`config.mk`:
```
export PLATFORM = sky130hd
export DESIGN_NAME = execute_stage_fwd_flat
export DESIGN_NICKNAME = d
export VERILOG_FILES = /design/src/rtl/execute_stage_fwd_if.sv /design/src/rtl/execute_stage_fwd.sv /design/src/flat_wrapper.sv
export SDC_FILE = /design/constraint.sdc
export NUM_CORES = 1
export LEC_CHECK = 0
export BUFFER_PORTS_ARGS = -buffer_cell sky130_fd_sc_hd__buf_2
export CAP_MARGIN = 20
export CORE_ASPECT_RATIO = 1.75
export CORE_MARGIN = 2
export CORE_UTILIZATION = 40
export CTS_CLUSTER_SIZE = 30
export DETAILED_ROUTE_END_ITERATION = 8
export PLACE_DENSITY = 0.72
export SETUP_SLACK_MARGIN = 0.05
export SYNTH_ARGS = -nofsm -noshare
export SYNTH_HDL_FRONTEND = slang
export SYNTH_SLANG_ARGS = --single-unit
```
`constraint.sdc`:
```
create_clock -name clk -period 21 [get_ports clk]
set_clock_uncertainty 0.15 [all_clocks]
set_input_delay 4.2 -clock clk [delete_from_list [all_inputs] [get_ports clk]]
set_output_delay 4.2 -clock clk [all_outputs]
set_load 0.05 [all_outputs]
```
`src/rtl/execute_stage_fwd_if.sv`:
```
// Execute-stage bus: E-stage instruction in, branch resolution out, E/M register out.
interface execute_stage_fwd_if #(
  parameter int unsigned XLEN       = 32,
  parameter int unsigned REG_ADDR_W = 5
);
  logic                  valid_e;
  logic                  ready_e;
  logic                  flush_e;
  logic                  stall_m;
  logic [XLEN-1:0]       rd1_e;
  logic [XLEN-1:0]       rd2_e;
  logic [XLEN-1:0]       imm_ext_e;
  logic [XLEN-1:0]       pc_e;
  logic [XLEN-1:0]       pc_plus4_e;
  logic [2:0]            alu_control_e;
  logic                  alu_src_e;
  logic                  reg_write_e;
  logic                  mem_write_e;
  logic                  branch_e;
  logic                  mul_e;
  logic [1:0]            result_src_e;
  logic [REG_ADDR_W-1:0] rd_e;
  logic [1:0]            forward_a_e;
  logic [1:0]            forward_b_e;
  logic [XLEN-1:0]       result_w;
  logic                  pc_src_e;
  logic [XLEN-1:0]       pc_target_e;
  logic                  valid_m;
  logic                  reg_write_m;
  logic                  mem_write_m;
  logic [1:0]            result_src_m;
  logic [REG_ADDR_W-1:0] rd_m;
  logic [XLEN-1:0]       alu_result_m;
  logic [XLEN-1:0]       write_data_m;
  logic [XLEN-1:0]       pc_plus4_m;

  modport master (
    output valid_e, flush_e, stall_m, rd1_e, rd2_e, imm_ext_e, pc_e, pc_plus4_e,
           alu_control_e, alu_src_e, reg_write_e, mem_write_e, branch_e, mul_e,
           result_src_e, rd_e, forward_a_e, forward_b_e, result_w,
    input  ready_e, pc_src_e, pc_target_e, valid_m, reg_write_m, mem_write_m,
           result_src_m, rd_m, alu_result_m, write_data_m, pc_plus4_m
  );

  modport slave (
    input  valid_e, flush_e, stall_m, rd1_e, rd2_e, imm_ext_e, pc_e, pc_plus4_e,
           alu_control_e, alu_src_e, reg_write_e, mem_write_e, branch_e, mul_e,
           result_src_e, rd_e, forward_a_e, forward_b_e, result_w,
    output ready_e, pc_src_e, pc_target_e, valid_m, reg_write_m, mem_write_m,
           result_src_m, rd_m, alu_result_m, write_data_m, pc_plus4_m
  );
endinterface

```
`src/rtl/execute_stage_fwd.sv`:
```
// Execute stage: operand forwarding, ALU, branch resolution and the E/M pipeline register.
// Define EXEC_MUL_EN to add an iterative shift-add multiplier (one bit per cycle).
module execute_stage_fwd #(
  parameter int unsigned XLEN       = 32,
  parameter int unsigned REG_ADDR_W = 5
) (
  input logic                clk,
  input logic                rst,
  execute_stage_fwd_if.slave bus
);

  logic [XLEN-1:0]       srcA, fwdB, srcB, aluResult;
  logic                  ready, accept, mulIdle, mulStart;

  logic                  validM, regWriteM, memWriteM;
  logic [1:0]            resultSrcM;
  logic [REG_ADDR_W-1:0] rdM;
  logic [XLEN-1:0]       aluResultM, writeDataM, pcPlus4M;

  always_comb begin
    case (bus.forward_a_e)
      2'b01:   srcA = bus.result_w;
      2'b10:   srcA = aluResultM;
      default: srcA = bus.rd1_e;
    endcase
    case (bus.forward_b_e)
      2'b01:   fwdB = bus.result_w;
      2'b10:   fwdB = aluResultM;
      default: fwdB = bus.rd2_e;
    endcase
    srcB = bus.alu_src_e ? bus.imm_ext_e : fwdB;
  end

  always_comb begin
    case (bus.alu_control_e)
      3'b000:  aluResult = srcA + srcB;
      3'b001:  aluResult = srcA - srcB;
      3'b010:  aluResult = srcA & srcB;
      3'b011:  aluResult = srcA | srcB;
      3'b101:  aluResult = {{(XLEN-1){1'b0}}, ($signed(srcA) < $signed(srcB))};
      default: aluResult = '0;
    endcase
  end

  assign ready           = !bus.stall_m && mulIdle;
  assign accept          = bus.valid_e && ready && !bus.flush_e;
  assign bus.ready_e     = ready;
  assign bus.pc_src_e    = accept && bus.branch_e && (aluResult == '0);
  assign bus.pc_target_e = bus.pc_e + bus.imm_ext_e;

`ifdef EXEC_MUL_EN
  typedef enum logic [1:0] {StIdle, StBusy, StDone} mulStateT;
  localparam int unsigned CntW = $clog2(XLEN);

  mulStateT              mulState;
  logic [CntW-1:0]       mulCnt;
  logic [XLEN-1:0]       mcand, mplier, mulAcc, mulWriteData, mulPcPlus4;
  logic                  mulRegWrite, mulMemWrite, mulFire;
  logic [1:0]            mulResultSrc;
  logic [REG_ADDR_W-1:0] mulRd;

  assign mulIdle  = (mulState == StIdle);
  assign mulStart = accept && bus.mul_e;
  // A finished product retires only into a free E/M slot; a flush discards it instead.
  assign mulFire  = (mulState == StDone) && !bus.stall_m && !bus.flush_e;

  always_ff @(posedge clk) begin
    if (rst) begin
      mulState <= StIdle;
      mulCnt   <= '0;
    end else begin
      unique case (mulState)
        StIdle: begin
          if (mulStart) begin
            mcand        <= srcA;
            mplier       <= srcB;
            mulAcc       <= '0;
            mulCnt       <= '0;
            mulRegWrite  <= bus.reg_write_e;
            mulMemWrite  <= bus.mem_write_e;
            mulResultSrc <= bus.result_src_e;
            mulRd        <= bus.rd_e;
            mulWriteData <= fwdB;
            mulPcPlus4   <= bus.pc_plus4_e;
            mulState     <= StBusy;
          end
        end
        StBusy: begin
          if (bus.flush_e) begin
            mulState <= StIdle;
          end else begin
            if (mplier[0]) mulAcc <= mulAcc + mcand;
            mcand  <= mcand << 1;
            mplier <= mplier >> 1;
            mulCnt <= mulCnt + 1'b1;
            if (mulCnt == CntW'(XLEN - 1)) mulState <= StDone;
          end
        end
        StDone: begin
          if (bus.flush_e || !bus.stall_m) mulState <= StIdle;
        end
        default: mulState <= StIdle;
      endcase
    end
  end
`else
  logic unusedMul;
  assign unusedMul = bus.mul_e;
  assign mulIdle   = 1'b1;
  assign mulStart  = 1'b0;
`endif

  // Bubbles clear only valid and the write enables; data fields keep their last value.
  always_ff @(posedge clk) begin
    if (rst) begin
      validM     <= 1'b0;
      regWriteM  <= 1'b0;
      memWriteM  <= 1'b0;
      resultSrcM <= '0;
      rdM        <= '0;
      aluResultM <= '0;
      writeDataM <= '0;
      pcPlus4M   <= '0;
    end else if (!bus.stall_m) begin
`ifdef EXEC_MUL_EN
      if (mulFire) begin
        validM     <= 1'b1;
        regWriteM  <= mulRegWrite;
        memWriteM  <= mulMemWrite;
        resultSrcM <= mulResultSrc;
        rdM        <= mulRd;
        aluResultM <= mulAcc;
        writeDataM <= mulWriteData;
        pcPlus4M   <= mulPcPlus4;
      end else
`endif
      if (accept && !mulStart) begin
        validM     <= 1'b1;
        regWriteM  <= bus.reg_write_e;
        memWriteM  <= bus.mem_write_e;
        resultSrcM <= bus.result_src_e;
        rdM        <= bus.rd_e;
        aluResultM <= aluResult;
        writeDataM <= fwdB;
        pcPlus4M   <= bus.pc_plus4_e;
      end else begin
        validM    <= 1'b0;
        regWriteM <= 1'b0;
        memWriteM <= 1'b0;
      end
    end
  end

  assign bus.valid_m      = validM;
  assign bus.reg_write_m  = regWriteM;
  assign bus.mem_write_m  = memWriteM;
  assign bus.result_src_m = resultSrcM;
  assign bus.rd_m         = rdM;
  assign bus.alu_result_m = aluResultM;
  assign bus.write_data_m = writeDataM;
  assign bus.pc_plus4_m   = pcPlus4M;

endmodule

```
`src/flat_wrapper.sv`:
```
// flat-port wrapper written by rule: the top's interface ports become plain ports
module execute_stage_fwd_flat 
#(
  parameter int unsigned XLEN       = 32,
  parameter int unsigned REG_ADDR_W = 5
)
  (clk, rst, bus_valid_e, bus_flush_e, bus_stall_m, bus_rd1_e, bus_rd2_e, bus_imm_ext_e, bus_pc_e, bus_pc_plus4_e, bus_alu_control_e, bus_alu_src_e, bus_reg_write_e, bus_mem_write_e, bus_branch_e, bus_mul_e, bus_result_src_e, bus_rd_e, bus_forward_a_e, bus_forward_b_e, bus_result_w, bus_ready_e, bus_pc_src_e, bus_pc_target_e, bus_valid_m, bus_reg_write_m, bus_mem_write_m, bus_result_src_m, bus_rd_m, bus_alu_result_m, bus_write_data_m, bus_pc_plus4_m);
  execute_stage_fwd_if #(.XLEN(XLEN), .REG_ADDR_W(REG_ADDR_W)) bus_i ();
  input logic clk;
  input logic rst;
  input wire logic [$bits(bus_i.valid_e)-1:0] bus_valid_e;
  input wire logic [$bits(bus_i.flush_e)-1:0] bus_flush_e;
  input wire logic [$bits(bus_i.stall_m)-1:0] bus_stall_m;
  input wire logic [$bits(bus_i.rd1_e)-1:0] bus_rd1_e;
  input wire logic [$bits(bus_i.rd2_e)-1:0] bus_rd2_e;
  input wire logic [$bits(bus_i.imm_ext_e)-1:0] bus_imm_ext_e;
  input wire logic [$bits(bus_i.pc_e)-1:0] bus_pc_e;
  input wire logic [$bits(bus_i.pc_plus4_e)-1:0] bus_pc_plus4_e;
  input wire logic [$bits(bus_i.alu_control_e)-1:0] bus_alu_control_e;
  input wire logic [$bits(bus_i.alu_src_e)-1:0] bus_alu_src_e;
  input wire logic [$bits(bus_i.reg_write_e)-1:0] bus_reg_write_e;
  input wire logic [$bits(bus_i.mem_write_e)-1:0] bus_mem_write_e;
  input wire logic [$bits(bus_i.branch_e)-1:0] bus_branch_e;
  input wire logic [$bits(bus_i.mul_e)-1:0] bus_mul_e;
  input wire logic [$bits(bus_i.result_src_e)-1:0] bus_result_src_e;
  input wire logic [$bits(bus_i.rd_e)-1:0] bus_rd_e;
  input wire logic [$bits(bus_i.forward_a_e)-1:0] bus_forward_a_e;
  input wire logic [$bits(bus_i.forward_b_e)-1:0] bus_forward_b_e;
  input wire logic [$bits(bus_i.result_w)-1:0] bus_result_w;
  output wire logic [$bits(bus_i.ready_e)-1:0] bus_ready_e;
  output wire logic [$bits(bus_i.pc_src_e)-1:0] bus_pc_src_e;
  output wire logic [$bits(bus_i.pc_target_e)-1:0] bus_pc_target_e;
  output wire logic [$bits(bus_i.valid_m)-1:0] bus_valid_m;
  output wire logic [$bits(bus_i.reg_write_m)-1:0] bus_reg_write_m;
  output wire logic [$bits(bus_i.mem_write_m)-1:0] bus_mem_write_m;
  output wire logic [$bits(bus_i.result_src_m)-1:0] bus_result_src_m;
  output wire logic [$bits(bus_i.rd_m)-1:0] bus_rd_m;
  output wire logic [$bits(bus_i.alu_result_m)-1:0] bus_alu_result_m;
  output wire logic [$bits(bus_i.write_data_m)-1:0] bus_write_data_m;
  output wire logic [$bits(bus_i.pc_plus4_m)-1:0] bus_pc_plus4_m;
  assign bus_i.valid_e = bus_valid_e;
  assign bus_i.flush_e = bus_flush_e;
  assign bus_i.stall_m = bus_stall_m;
  assign bus_i.rd1_e = bus_rd1_e;
  assign bus_i.rd2_e = bus_rd2_e;
  assign bus_i.imm_ext_e = bus_imm_ext_e;
  assign bus_i.pc_e = bus_pc_e;
  assign bus_i.pc_plus4_e = bus_pc_plus4_e;
  assign bus_i.alu_control_e = bus_alu_control_e;
  assign bus_i.alu_src_e = bus_alu_src_e;
  assign bus_i.reg_write_e = bus_reg_write_e;
  assign bus_i.mem_write_e = bus_mem_write_e;
  assign bus_i.branch_e = bus_branch_e;
  assign bus_i.mul_e = bus_mul_e;
  assign bus_i.result_src_e = bus_result_src_e;
  assign bus_i.rd_e = bus_rd_e;
  assign bus_i.forward_a_e = bus_forward_a_e;
  assign bus_i.forward_b_e = bus_forward_b_e;
  assign bus_i.result_w = bus_result_w;
  assign bus_ready_e = bus_i.ready_e;
  assign bus_pc_src_e = bus_i.pc_src_e;
  assign bus_pc_target_e = bus_i.pc_target_e;
  assign bus_valid_m = bus_i.valid_m;
  assign bus_reg_write_m = bus_i.reg_write_m;
  assign bus_mem_write_m = bus_i.mem_write_m;
  assign bus_result_src_m = bus_i.result_src_m;
  assign bus_rd_m = bus_i.rd_m;
  assign bus_alu_result_m = bus_i.alu_result_m;
  assign bus_write_data_m = bus_i.write_data_m;
  assign bus_pc_plus4_m = bus_i.pc_plus4_m;
  execute_stage_fwd #(.XLEN(XLEN), .REG_ADDR_W(REG_ADDR_W)) u_core (.clk(clk), .rst(rst), .bus(bus_i));
endmodule
```
==> metrics.txt <==
status=completed; clock share of power=about a fifth; Top FF cell, synth=dfxtp_1; Die X-Extent=133.9 um; wire per inst=21.47 um; Final Wtd Congestion=roughly 0.95; Synth warnings=0; DRT iter0 DRCs=roughly 1,200; Max Cap Viol=0; Bufs on Longest Clock Path=2; most common cell after layout, fill and taps aside=buf_2; hold path depth=2; Sw Share=approximately half; Post-Syn Nets=~2,100; CTS Sinks=106; I/O pins=356; total die area=~31,000 um^2; nets@finish=around 2,300; Detailed Route WL=around 51,000 um; Critical Path Stages=19; antenna violations before repair=10; Slowest cell on crit path=a2111oi_0; fmax=~66 MHz; TritonRoute pass-1 iters=7; Mapped Cells=approximately 1,700; CP Data Required Time=about 17 ns; delay of the slowest critical-path stage=about 0.99 ns; CTS tree=yes; vias in the first global route=~14,000; Worst-Skew Late Latency=0.38 ns; Buf/Inv on CP=4; FILL cells=~3,000; total global-route track usage=32.27%; Pleak=~6.4 nW; Setup TNS=0 ns; Final Util=around 48%; Core ar.=approximately 30,000 um^2; combinational power share=53.9%; Slew Limit Fails=0; clock-pin slew on the worst setup and hold paths=roughly 0.08 ns; asr flop ratio synth=0%; Startpoint Class=primary input; Setup CP Type=in -> out; EDFF count, synth=0; final period utilization=72.58%; Synth area leaders=dfxtp_1, ha_1, a21oi_1, nor2_1, nand2_1; VDD IR-drop max=0.00005597 V; delay-heaviest family, CP=compound AO/OA/AOI/OAI gates; Internal Power=between 0.0004 and 0.0005 W; Synth top area share=roughly 18%; register area share after synthesis=17.98%; Initial Util=40.45%; Seq pwr share=between 20 and 30%; gr ovfl total=0; FF-to-FF path depth=15; cts repair resizes=0; via count=approximately 14,000; P_sw=roughly 0.00042 W; Layout area overhead=18.28%; Hold-fix buffers, CTS=0; syn avg cell area=between 6 and 7 um^2; Netlist cell types=just over 80; slew margin rel.=between 20% and 30%; routed vias/inst=about 6.0; first-pass GRT wire length=about 77,000 um; Final Hold Viols=0; Post-DRT Antenna Nets=0; Min Clock Period, post-route=~15 ns; Slew @ Worst Pin=about 1.1 ns; RSZ-0062 raised after global routing=false; Yosys top cell by area=dfxtp_1; worst-path fanout max=36; cell area after synthesis=approximately 12,000 um^2; drt drc=0; critical path arrival=10.89 ns; hold crit path type=reg -> reg; share of post-route cells with drive strength above 1=around a fifth; HPWL Detailed=around 41,000 um; cts bufs inserted=9; crit-path cells=buf_2 > inv_1 > ha_2 > buf_4 > a21oi_1 > o21ai_0 > ha_1 > nand2_1 > o21ai_0 > a2111oi_0 > a211oi_1 > a2111oi_0 > o21a_1 > nor3_1 > a211o_2 > o31a_2 > or4_1 > nor4_2 > buf_2; most frequent cells in the layout=buf_2, nor2_1, nand2_1, a21oi_1, ha_1; Pwr Density=between 60 and 70 nW/um^2; H-tree depth=3; Vert. Die Dim=around 230 um; Post-CTS Repair Setup Buffers=0; Critical Path End Type=output pin; std cell rows=83; buffers added on ports=approximately 350; # setup viols final=0; Yosys reg bits=around 110; largest net degree at the start of global routing=82; Root Buffer Master=clkbuf_16
routing by layer:
metal	GRT usage (%)	part of all wire (%)	vias up
met4	24.77	8.8	2
met3	6.605	7.7	207
met2	56.41	48	744
met5	0	0.021	-
met1	33.47	35	6615
li1	-	-	6711
logic make-up after synthesis:
kind of cell / synth area share, %
fa+ha+maj: 14.40
compound gates: 32.37
mux: 1.145
simple gates: 23.13
flops: 17.98
buf+inv: 8.163
xor+xnor: 2.820
power by group through the flow:
| stage | sequential, W | clock (W) | combinational, W |
|---|---|---|---|
| global placement | 0.000219 | 0 | 0.000445 |
| CTS | 0.000215 | 0.000181 | 0.000452 |
| floorplan | 0.000243 | 0 | 0.000299 |
| global route | 0.000216 | 0.000188 | 0.000496 |
| finish | 0.000215 | 0.000180 | 0.000461 |
| detailed placement | 0.000219 | 0 | 0.000450 |
flip-flops by register name, summed over array words and instances (netlist names):
name,flops
u_core.bus.rd_m,5
u_core.bus.reg_write_m,1
u_core.bus.pc_plus4_m,32
u_core.bus.alu_result_m,32
u_core.bus.valid_m,1
u_core.bus.result_src_m,2
u_core.bus.write_data_m,32
u_core.bus.mem_write_m,1
path summary, 6_finish.rpt:
path | from | slack (ns) | endpoint
worst max register to register | u_core.bus.alu_result_m[14] | 15.66 | u_core.bus.alu_result_m[31]
worst min register to register | u_core.bus.pc_plus4_m[24] | 0.31 | u_core.bus.pc_plus4_m[24]
worst min-delay path | u_core.bus.pc_plus4_m[24] | 0.31 | u_core.bus.pc_plus4_m[24]
worst max-delay path | bus_forward_b_e[0] | 5.76 | bus_pc_src_e
final cells by class:
cell class | count | area [um^2] | share of cell area, %
Antenna cell | 9 | 22.52 | 0.1613
Clock buffer | 9 | 225.2 | 1.613
Clock inverter | 7 | 70.07 | 0.5019
Inverter | 111 | 416.7 | 2.985
Multi-Input combinational cell | 1400 | 8741 | 62.62
Sequential cell | 106 | 2122 | 15.20
Tap cell | 382 | 478.0 | 3.424
Timing Repair Buffer | 369 | 1884 | 13.50
synthesized netlist by cell type, types with 18 or more instances:
master    number
inv_1        111
o21a_1        18
ha_1         131
o21ai_0      124
nor2_1       220
a22oi_1       67
a21oi_1      200
a21o_1        24
xnor2_1       31
nand2_1      206
nand3_1       24
clkbuf_1      88
a211oi_1      32
nor3_1        49
dfxtp_1      106
worst min-delay path: cells and delay by family (launching register included):
| family | cells | cell delay [ns] |
|---|---|---|
| compound gates | 1 | 0.05 |
| flops | 1 | 0.31 |
| simple gates | 1 | 0.05 |
through the flow:
stage	power (W)	instance area (um^2)	setup slack (ns)	cells	hold WS, ns
final	0.0008561	13960	5.758	2393	0.3052
after global routing	0.0009000	13960	5.565	2392	0.3227
after CTS	0.0008484	13930	5.906	2383	0.3039
after detailed placement	0.0006696	13640	5.958	2367	0.2932
after global placement	0.0006646	13640	5.950	2367	0.2903
after floorplan	0.0005414	11800	7.061	1729	0.5253
No activity file was read; power rests on OpenSTA's default activity.
